**config.mk**
```make
export PLATFORM = sky130hd
export DESIGN_NAME = fp_issue_arbiter
export DESIGN_NICKNAME = d
export VERILOG_FILES = /design/src/rtl/defines.sv /design/src/rtl/fp_issue_arbiter_pkg.sv /design/src/rtl/rr_arbiter.sv /design/src/rtl/fp_issue_arbiter.sv
export SDC_FILE = /design/constraint.sdc
export NUM_CORES = 1
export LEC_CHECK = 0
export CAP_MARGIN = 20
export CORE_ASPECT_RATIO = 1.4
export CORE_MARGIN = 2
export CORE_UTILIZATION = 50
export CTS_BUF_LIST = sky130_fd_sc_hd__clkbuf_8
export DETAILED_ROUTE_END_ITERATION = 8
export PLACE_DENSITY = 0.85
export SLEW_MARGIN = 15
export SYNTH_ARGS = -nofsm -noshare
export SYNTH_HDL_FRONTEND = slang
export SYNTH_SLANG_ARGS = --single-unit
```
**constraint.sdc**
```tcl
create_clock -name clk -period 3.35 [get_ports clk]
set_input_delay 0.5025 -clock clk [delete_from_list [all_inputs] [get_ports clk]]
set_output_delay 0.5025 -clock clk [all_outputs]
set_load 0.01 [all_outputs]
```
**src/rtl/defines.sv**
```systemverilog
// Core-wide shared definitions: thread count, execute pipe latencies and the
// thread index type used by every per-thread interface.
`ifndef DEFINES_SV
`define DEFINES_SV

`define THREADS_PER_CORE 4
`define FP_PIPE_LATENCY 5
`define INT_PIPE_LATENCY 1

package defines;
    typedef logic [$clog2(`THREADS_PER_CORE)-1:0] thread_idx_t;
endpackage

`endif

```
**src/rtl/fp_issue_arbiter_pkg.sv**
```systemverilog
// Types and helpers for the issue arbiter: pipe selection and the
// writeback-slot index an issued instruction reserves.
package fp_issue_arbiter_pkg;

    localparam int MIN_RESV_SLOT = 1;

    typedef enum logic {
        PIPE_INT = 1'b0,
        PIPE_FP  = 1'b1
    } pipe_sel_e;

    // A reservation made at the issue edge lands one slot below the latency.
    function automatic int resv_slot(input pipe_sel_e pipe, input int fp_lat, input int int_lat);
        return (pipe == PIPE_FP) ? fp_lat - 1 : int_lat - 1;
    endfunction

endpackage

```
**src/rtl/rr_arbiter.sv**
```systemverilog
// Reusable round-robin arbiter: one-hot grant starting the search at a
// rotating pointer that moves past the winner when the update enable is set.
module rr_arbiter #(
    parameter int NUM_REQ = 4,
    parameter int IDX_W   = (NUM_REQ > 1) ? $clog2(NUM_REQ) : 1
)(
    input  logic               i_clk,
    input  logic               i_reset,
    input  logic [NUM_REQ-1:0] i_request,
    input  logic               i_update_en,
    output logic [NUM_REQ-1:0] o_grant_oh,
    output logic [IDX_W-1:0]   o_grant_idx
);

    logic [IDX_W-1:0]   r_ptr;
    logic [IDX_W-1:0]   w_cand;
    logic [IDX_W-1:0]   w_grant_idx;
    logic [NUM_REQ-1:0] w_grant_oh;
    logic               w_found;

    always_comb begin
        w_grant_oh  = '0;
        w_grant_idx = '0;
        w_found     = 1'b0;
        w_cand      = '0;
        for (int i = 0; i < NUM_REQ; i++) begin
            w_cand = IDX_W'((int'(r_ptr) + i) % NUM_REQ);
            if (!w_found && i_request[w_cand]) begin
                w_found             = 1'b1;
                w_grant_oh[w_cand]  = 1'b1;
                w_grant_idx         = w_cand;
            end
        end
    end

    always_ff @(posedge i_clk) begin
        if (i_reset) begin
            r_ptr <= '0;
        end else if (i_update_en) begin
            r_ptr <= (w_grant_idx == IDX_W'(NUM_REQ - 1)) ? '0 : w_grant_idx + 1'b1;
        end
    end

    assign o_grant_oh  = w_grant_oh;
    assign o_grant_idx = w_grant_idx;

endmodule

```
**src/rtl/fp_issue_arbiter.sv**
```systemverilog
// Per-cycle thread issue arbiter for the shared INT/FP execute datapath; tracks
// future writeback slots so short ops never collide with in-flight FP results.
module fp_issue_arbiter
    import defines::*;
    import fp_issue_arbiter_pkg::*;
#(
    parameter int NUM_THREADS = `THREADS_PER_CORE,
    parameter int FP_LATENCY  = `FP_PIPE_LATENCY,
    parameter int INT_LATENCY = `INT_PIPE_LATENCY
)(
    input  logic                   clk,
    input  logic                   reset,
    input  logic [NUM_THREADS-1:0] ts_request,
    input  logic [NUM_THREADS-1:0] ts_long_latency,
    input  logic [NUM_THREADS-1:0] ts_has_dest,
    input  logic                   wb_rollback_en,
    input  thread_idx_t            wb_rollback_thread_idx,
    output logic [NUM_THREADS-1:0] arb_grant_oh,
    output logic                   arb_grant_valid,
    output thread_idx_t            arb_grant_thread_idx,
    output logic                   arb_grant_long,
    output logic                   arb_wb_conflict
);

    localparam int SLOT_W = $clog2(FP_LATENCY);

    logic [FP_LATENCY-1:1]  r_wb_slot;
    thread_idx_t            r_wb_owner [FP_LATENCY-1:1];
    logic                   r_arb_wb_conflict;

    logic [FP_LATENCY-1:1]  w_slot_shift;
    thread_idx_t            w_owner_shift [FP_LATENCY-1:1];
    logic [FP_LATENCY-1:1]  w_slot_next;
    thread_idx_t            w_owner_next [FP_LATENCY-1:1];

    logic [NUM_THREADS-1:0] w_rolled;
    logic [NUM_THREADS-1:0] w_eligible;
    logic [NUM_THREADS-1:0] w_short_blocked;
    logic [NUM_THREADS-1:0] w_arb_req;
    logic [NUM_THREADS-1:0] w_arb_oh;
    thread_idx_t            w_arb_idx;
    logic                   w_any_grant;
    pipe_sel_e              w_grant_pipe;
    int                     w_resv_int;
    logic [SLOT_W-1:0]      w_resv_slot;
    logic                   w_resv_en;

    // A rolled-back thread sits out this cycle; FP ops always land past the
    // tracked window, so only short ops with a destination can collide.
    for (genvar t = 0; t < NUM_THREADS; t++) begin : g_thread
        assign w_rolled[t]        = wb_rollback_en && (wb_rollback_thread_idx == thread_idx_t'(t));
        assign w_short_blocked[t] = !w_rolled[t] && ts_has_dest[t] && !ts_long_latency[t]
                                    && r_wb_slot[INT_LATENCY];
        assign w_eligible[t]      = !w_rolled[t] && !w_short_blocked[t];
    end

    assign w_arb_req = ts_request & w_eligible;

    rr_arbiter #(
        .NUM_REQ (NUM_THREADS),
        .IDX_W   ($bits(thread_idx_t))
    ) u_rr_arbiter (
        .i_clk       (clk),
        .i_reset     (reset),
        .i_request   (w_arb_req),
        .i_update_en (w_any_grant),
        .o_grant_oh  (w_arb_oh),
        .o_grant_idx (w_arb_idx)
    );

    assign w_any_grant  = (|w_arb_oh) && !reset;
    assign w_grant_pipe = ts_long_latency[w_arb_idx] ? PIPE_FP : PIPE_INT;
    assign w_resv_int   = resv_slot(w_grant_pipe, FP_LATENCY, INT_LATENCY);
    assign w_resv_slot  = SLOT_W'(w_resv_int);
    assign w_resv_en    = w_any_grant && ts_has_dest[w_arb_idx] && (w_resv_int >= MIN_RESV_SLOT);

    // Age every reservation by one cycle, dropping those owned by a rolled-back thread.
    for (genvar k = 1; k < FP_LATENCY - 1; k++) begin : g_shift
        assign w_slot_shift[k]  = r_wb_slot[k+1] &&
                                  !(wb_rollback_en && (r_wb_owner[k+1] == wb_rollback_thread_idx));
        assign w_owner_shift[k] = r_wb_owner[k+1];
    end
    assign w_slot_shift[FP_LATENCY-1]  = 1'b0;
    assign w_owner_shift[FP_LATENCY-1] = '0;

    always_comb begin
        w_slot_next  = w_slot_shift;
        w_owner_next = w_owner_shift;
        if (w_resv_en) begin
            w_slot_next[w_resv_slot]  = 1'b1;
            w_owner_next[w_resv_slot] = w_arb_idx;
        end
    end

    always_ff @(posedge clk) begin
        if (reset) begin
            r_wb_slot         <= '0;
            r_wb_owner        <= '{default: '0};
            r_arb_wb_conflict <= 1'b0;
        end else begin
            r_wb_slot         <= w_slot_next;
            r_wb_owner        <= w_owner_next;
            r_arb_wb_conflict <= !w_any_grant && (|(ts_request & w_short_blocked));
        end
    end

    assign arb_grant_oh         = reset ? '0 : w_arb_oh;
    assign arb_grant_valid      = w_any_grant;
    assign arb_grant_thread_idx = w_any_grant ? w_arb_idx : '0;
    assign arb_grant_long       = w_any_grant && ts_long_latency[w_arb_idx];
    assign arb_wb_conflict      = r_arb_wb_conflict;

endmodule

```
### After elaboration in Yosys (flattened, before gate mapping)

Cells that the tools add are included.
Widths: inputs -> output; s select.

| word-level totals | value |
|---|---|
| register bits after elaboration | 13 |
| word-level logic and storage cells | 143 |

| cells by class | value |
|---|---|
| order comparisons | 12 |
| bitwise logic cells | 7 |
| equality and inequality tests | 7 |
| add/sub/neg operators | 4 |
| reductions and logical operators | 63 |
| multiplexer cells | 43 |

Operators with widths:

| cell | count |
|---|---|
| $logic_and 1x1->1 | 39 |
| $logic_not 1->1 | 20 |
| $mux 4 | 5 |
| $lt 2x3->1 const B | 5 |
| $mux 1 | 15 |
| $mux 2 | 7 |
| $bmux 1 s2 | 6 |
| $or 4x4->4 | 3 |
| $and 4x4->4 | 2 |
| $bwmux 8 | 1 |
| $demux 1 s2 | 4 |
| $ge 2x1->1 const B | 4 |
| $reduce_or 4->1 | 2 |
| $demux 2 s3 | 1 |
| $eq 2x2->1 | 3 |
| $eq 2x2->1 const B | 3 |
| $ge 3x1->1 const B | 2 |
| $mux 3 | 2 |
| $mux 6 | 1 |
| $add 2x1->2 const B | 2 |
| $add 2x2->2 const B | 2 |
| $lt 3x4->1 const B | 1 |
| $or 3x4->4 | 1 |
| $demux 1 s3 | 1 |
| 4 further kinds | 4 |

### Depth between registers and ports, before layout

| logic depth | value |
|---|---|
| depth in word-level cells | 31 |
| mapped depth | 10 |
| depth with buffers taken out | 9 |

### By module

A second synthesis with hierarchy kept.

| unflattened totals | value |
|---|---|
| cells, all modules | 120 |
| area total of the unflattened synthesis | 1112.3 µm² |

By module, submodules not included:

| module | instances | seq. area each (µm²) | area each (µm²) | cells an instance |
|---|---|---|---|---|
| fp_issue_arbiter | 1 | 220.2 | 635.6 | 66 |
| rr_arbiter | 1 | 40.0 | 476.7 | 54 |

### Worst setup path before layout

No wires, ideal clock.

| timing | value |
|---|---|
| path kind | reg-to-output |
| from | register u_rr_arbiter.r_ptr[0] |
| to | output arb_grant_long |
| data required time | 2847 ps |
| path slack | 171 ps |
| cell stages (with the launch flop) | 10 |
| arrival time | 2676 ps |
| buffers on the path | 1 |
| path through | dfxtp_1 > buf_1 > inv_2 > ha_1 > mux4_2 > o31ai_1 > a22oi_1 > nand3_1 > mux2i_1 > and2_1 |

| between the ends | value |
|---|---|
| longest elaborated chain between the ends | 15 |

RTL lines:

| item | line | text |
|---|---|---|
| start: declaration | rr_arbiter.sv:15 | `logic [IDX_W-1:0] r_ptr;` |
| start signal: assignment | rr_arbiter.sv:40 | `r_ptr <= (w_grant_idx == IDX_W'(NUM_REQ - 1)) ? '0 : w_grant_idx + 1'b1;` |
| parallel branches: the longest is 14 deep, another holds $lt 2x3->1 | n/a |  |
| $logic_and 1x1->1 (*) | fp_issue_arbiter.sv:110 | `assign arb_grant_long = w_any_grant && ts_long_latency[w_arb_idx];` |
| end: declaration | fp_issue_arbiter.sv:21 | `output logic arb_grant_long,` |

Mark *: on every way between the ends. The select of a mux whose other input is x is not followed.

### Worst setup path after layout

| timing | value |
|---|---|
| from | input ts_long_latency[1] |
| to | output arb_grant_long |

| between the ends | value |
|---|---|
| longest elaborated chain between the ends | 21 |

RTL lines:

| item | line | text |
|---|---|---|
| start: declaration | fp_issue_arbiter.sv:14 | `input logic [NUM_THREADS-1:0] ts_long_latency,` |
| $logic_not 1->1 | fp_issue_arbiter.sv:52 | `assign w_short_blocked[t] = !w_rolled[t] && ts_has_dest[t] && !ts_long_latency[t]` |
| $logic_and 1x1->1 | fp_issue_arbiter.sv:52 |  |
| $logic_and 1x1->1 | fp_issue_arbiter.sv:53 | `&& r_wb_slot[INT_LATENCY];` |
| $logic_not 1->1 | fp_issue_arbiter.sv:54 | `assign w_eligible[t] = !w_rolled[t] && !w_short_blocked[t];` |
| $logic_and 1x1->1 | fp_issue_arbiter.sv:54 |  |
| $and 4x4->4 | fp_issue_arbiter.sv:57 | `assign w_arb_req = ts_request & w_eligible;` |
| $bmux 1 s2 | rr_arbiter.sv:28 | `if (!w_found && i_request[w_cand]) begin` |
| $mux 1 (implied by the code) | rr_arbiter.sv:28 |  |
| [... 5 more ...] | n/a |  |
| $logic_and 1x1->1 | rr_arbiter.sv:28 |  |
| $mux 1 | rr_arbiter.sv:28 |  |
| $logic_not 1->1 | rr_arbiter.sv:28 |  |
| $logic_and 1x1->1 | rr_arbiter.sv:28 |  |
| $mux 2 or $mux 4 (tied branches) | rr_arbiter.sv:28 |  |
| $bmux 1 s2 or $reduce_or 4->1 (tied branches) | fp_issue_arbiter.sv:110, fp_issue_arbiter.sv:71 |  |
| $mux 1 (implied by the code) or $logic_and 1x1->1 (tied branches) | fp_issue_arbiter.sv:110, fp_issue_arbiter.sv:71 |  |
| $logic_and 1x1->1 (*) | fp_issue_arbiter.sv:110 |  |

Every way passes the cells marked *; elsewhere a longest branch is shown, timed or not. The select of a mux whose other input is x is not followed.

==> flow_summary_export.csv <==
group,metric,value,unit
route,avgRoutedWirePerCell,18.3,um
outcome,status,"finished clean",
yosys,synth_xor_area_share,5.03,%
floorplan,core-area,2360,um^2
pwr,total_power,1370,uW
cells_and_area,final_cell_mix,"buf_4 (40), nand2_1 (14), dfxtp_1 (13)",
route,postRouteWirelength,4340,um
floorplan,die_area,2860,um^2
floorplan,start_util,51.6,%
cells_and_area,finalNetCount,240,
clock_tree,cts_max_path_buffers,2,
clock_tree,clk_pin_slew,0.05,ns
sta,final_hold_viol_count,0,
critical_path,slowest_delay,0.52,ns
place,routabilityCongestion,0.937,
floorplan,ios,26,
route,vias,1539,
route,ant_nets,0,
clock_tree,cts_hold_buf,0,
cells_and_area,num-fill-cells,136,
yosys,netlist_area,1220,um^2
sta,fin_crit,3.28,ns
yosys,synth_fa_ha_area_share,8.21,%
sta,maxSlewHeadroom,54.1,%
pwr,p_leak,0.000863,uW
critical_path,crit_family,"multiplexers",
place,place_ws,-0.552,ns
clock_tree,root_buffer,"clkbuf_8",
job,max-cap-violations,0,
yosys,synthMuxAreaShare,11.9,%
yosys,yosysTopAreaCell,"dfxtp_1",
cells_and_area,final_common_cell,"buf_4",
global_route,grt_max_degree,16,
sta,tightest_slew,0.682,ns
clock_tree,insertion_delay,0.24,ns
yosys,synthTopCellsByArea,"dfxtp_1 (21%), ha_1 (8.2%), mux2i_1 (8.2%)",
critical_path,crit_fanout,3,
sta,rsz0062_at_grt,"yes",
global_route,grt-ovfl-total,0,
critical_path,crit_buf_inv,2,
hold_path,holdCritPathClass,"reg -> reg",
sta,setup_tns,0,ns
critical_path,critPathKind,"in -> out",
clock_tree,htreeDepth,1,
floorplan,rows,21,
global_route,grt_first_pass_wirelength,6980,um
global_route,grt_pass1_vias,1610,
place,io_buffers,25,
clock_tree,cts_sinks,13,
yosys,synth_area_per_cell,8.24,um^2
yosys,synth_top_area_share,21.3,%
critical_path,cp-start-kind,"input pin",
yosys,yosysWarnings,0,
cells_and_area,syn_to_final_growth,53.2,%
sta,timing.final.ws_setup,0.0666,ns
route,first_iter_violations,83,
yosys,synth-simple-area-share,27.1,%
yosys,synth_compound_area_share,22.9,%
place,dp_hpwl,2980,um
sta,slew_violations,0,
cells_and_area,diodes,0,
critical_path,arrival,2.78,ns
global_route,grt_use_total,32.4,%
yosys,synth-edff-count,0,
pwr,p_per_area,734,nW/um^2
sta,setup_viol,0,
pwr,peakVddDrop,0.588,mV
clock_tree,numCtsBuffers,3,
critical_path,cp-end-kind,"output pin",
yosys,synth-seq-cells,13,
sta,fmax,0.305,GHz
route,routed_via_density,6.49,
clock_tree,cts_tree,"done",
cells_and_area,layout-drive-gt1-share,36.0,%
critical_path,cp_cell_sequence,"clkdlybuf4s50_1 > nand3b_1 > nand3_1 > mux4_2 > o31ai_2 > a22oi_1 > nand3_2 > mux2i_2 > and2_1 > buf_2",
sta,final.period_utilization,98.0,%
critical_path,critPathRequiredTime,2.85,ns
sta,fin_skew,0.00119,ns
yosys,synth_fp_nets,173,
critical_path,slowest_stage,"mux4_2",
floorplan,die_x,45.7,um
route,dr.pass1.iters,5,
yosys,yosysUniqueCellTypes,44,
yosys,seq_area_frac_synth,21.3,%
route,drc,0,
floorplan,die_y,62.4,um
global_route,antenna_found_initial,0,
yosys,syn_inst,148,
yosys,ys_dominant_reg_cell,"dfxtp_1",
yosys,synthArstFlopShare,0,%
cells_and_area,final_util,79.0,%
yosys,synth_top_family_by_area,"simple AND/OR/NAND/NOR gates",
[tightest hold or removal path, stage by stage (launching register included)]
cell,delay (ns)
dfxtp_1,0.30
inv_1,0.04
a311oi_1,0.04
[layout make-up]
| cell class | instances | area, um^2 | area share (%) |
|---|---|---|---|
| clock buffer | 3 | 41.3 | 2.21 |
| timing repair buffer | 66 | 526 | 28.1 |
| multi-input combinational | 124 | 983 | 52.6 |
| tap | 23 | 28.8 | 1.54 |
| sequential | 13 | 260 | 13.9 |
| clock inverter | 1 | 3.75 | 0.201 |
| inverter | 7 | 26.3 | 1.41 |
[Yosys cell counts (3+ instances only)]
master / count
nor2b_1: 4
dfxtp_1: 13
ha_1: 8
nand3b_1: 6
and3_1: 5
xnor2_1: 7
a222oi_1: 4
o21ai_0: 5
inv_1: 6
o22ai_1: 4
nor3_1: 3
a311oi_1: 3
nand3_1: 6
nor2_1: 12
nand2_1: 14
mux2i_1: 10
a21oi_1: 7
[logic make-up after synthesis]
group,count (synthesis)
mux,12
flops,13
compound gates,37
fa+ha+maj,8
xor+xnor,7
simple gates,60
buf+inv,11
[repair_timing]
item | in CTS | in global routing
hold endpoints to repair | 0 | 0
resized for setup | 33 | 19
setup endpoints to repair | 8 | 7
pin swaps | 9 | 5
setup buffers | 5 | 2
[through the flow]
stage / cells / cell area [um^2] / hold slack, ns
3_5_place_dp: 226 / 1740 / 0.409
5_1_grt: 237 / 1870 / 0.436
4_1_cts: 235 / 1830 / 0.427
6_report: 237 / 1870 / 0.422
2_1_floorplan: 148 / 1220 / 0.394
3_3_place_gp: 226 / 1740 / 0.403
[metal layers]
| layer | global-route usage [%] | vias up | part of all wire (%) |
|---|---|---|---|
| met1 | 33.5 | 709 | 34 |
| met3 | 5.49 | 35 | 7.2 |
| li1 | - | 694 | - |
| met4 | 16.1 | 0 | 6.6 |
| met2 | 58.3 | 101 | 52 |
| met5 | 0 | - | 0 |
[registers in the layout, indices dropped and copies added, names as in the netlist]
register	flops
u_rr_arbiter.r_ptr	2
arb_wb_conflict	1
r_wb_slot	4
r_wb_owner	6
[where the power goes]
group	internal [uW]	switching, uW
clock network	80.7	52.4
logic	502	545
registers	179	11.9
total	762	610
[final timing paths]
path                       from             end  slack, ns  depth (start not counted)
max          ts_long_latency[1]  arb_grant_long       0.07                         10
min                r_wb_slot[4]    r_wb_slot[3]       0.42                          2
min reg2reg        r_wb_slot[4]    r_wb_slot[3]       0.42                          2
max reg2reg        r_wb_slot[1]   r_wb_owner[7]       0.54                         14
No activity file was read; power rests on OpenSTA's default activity.
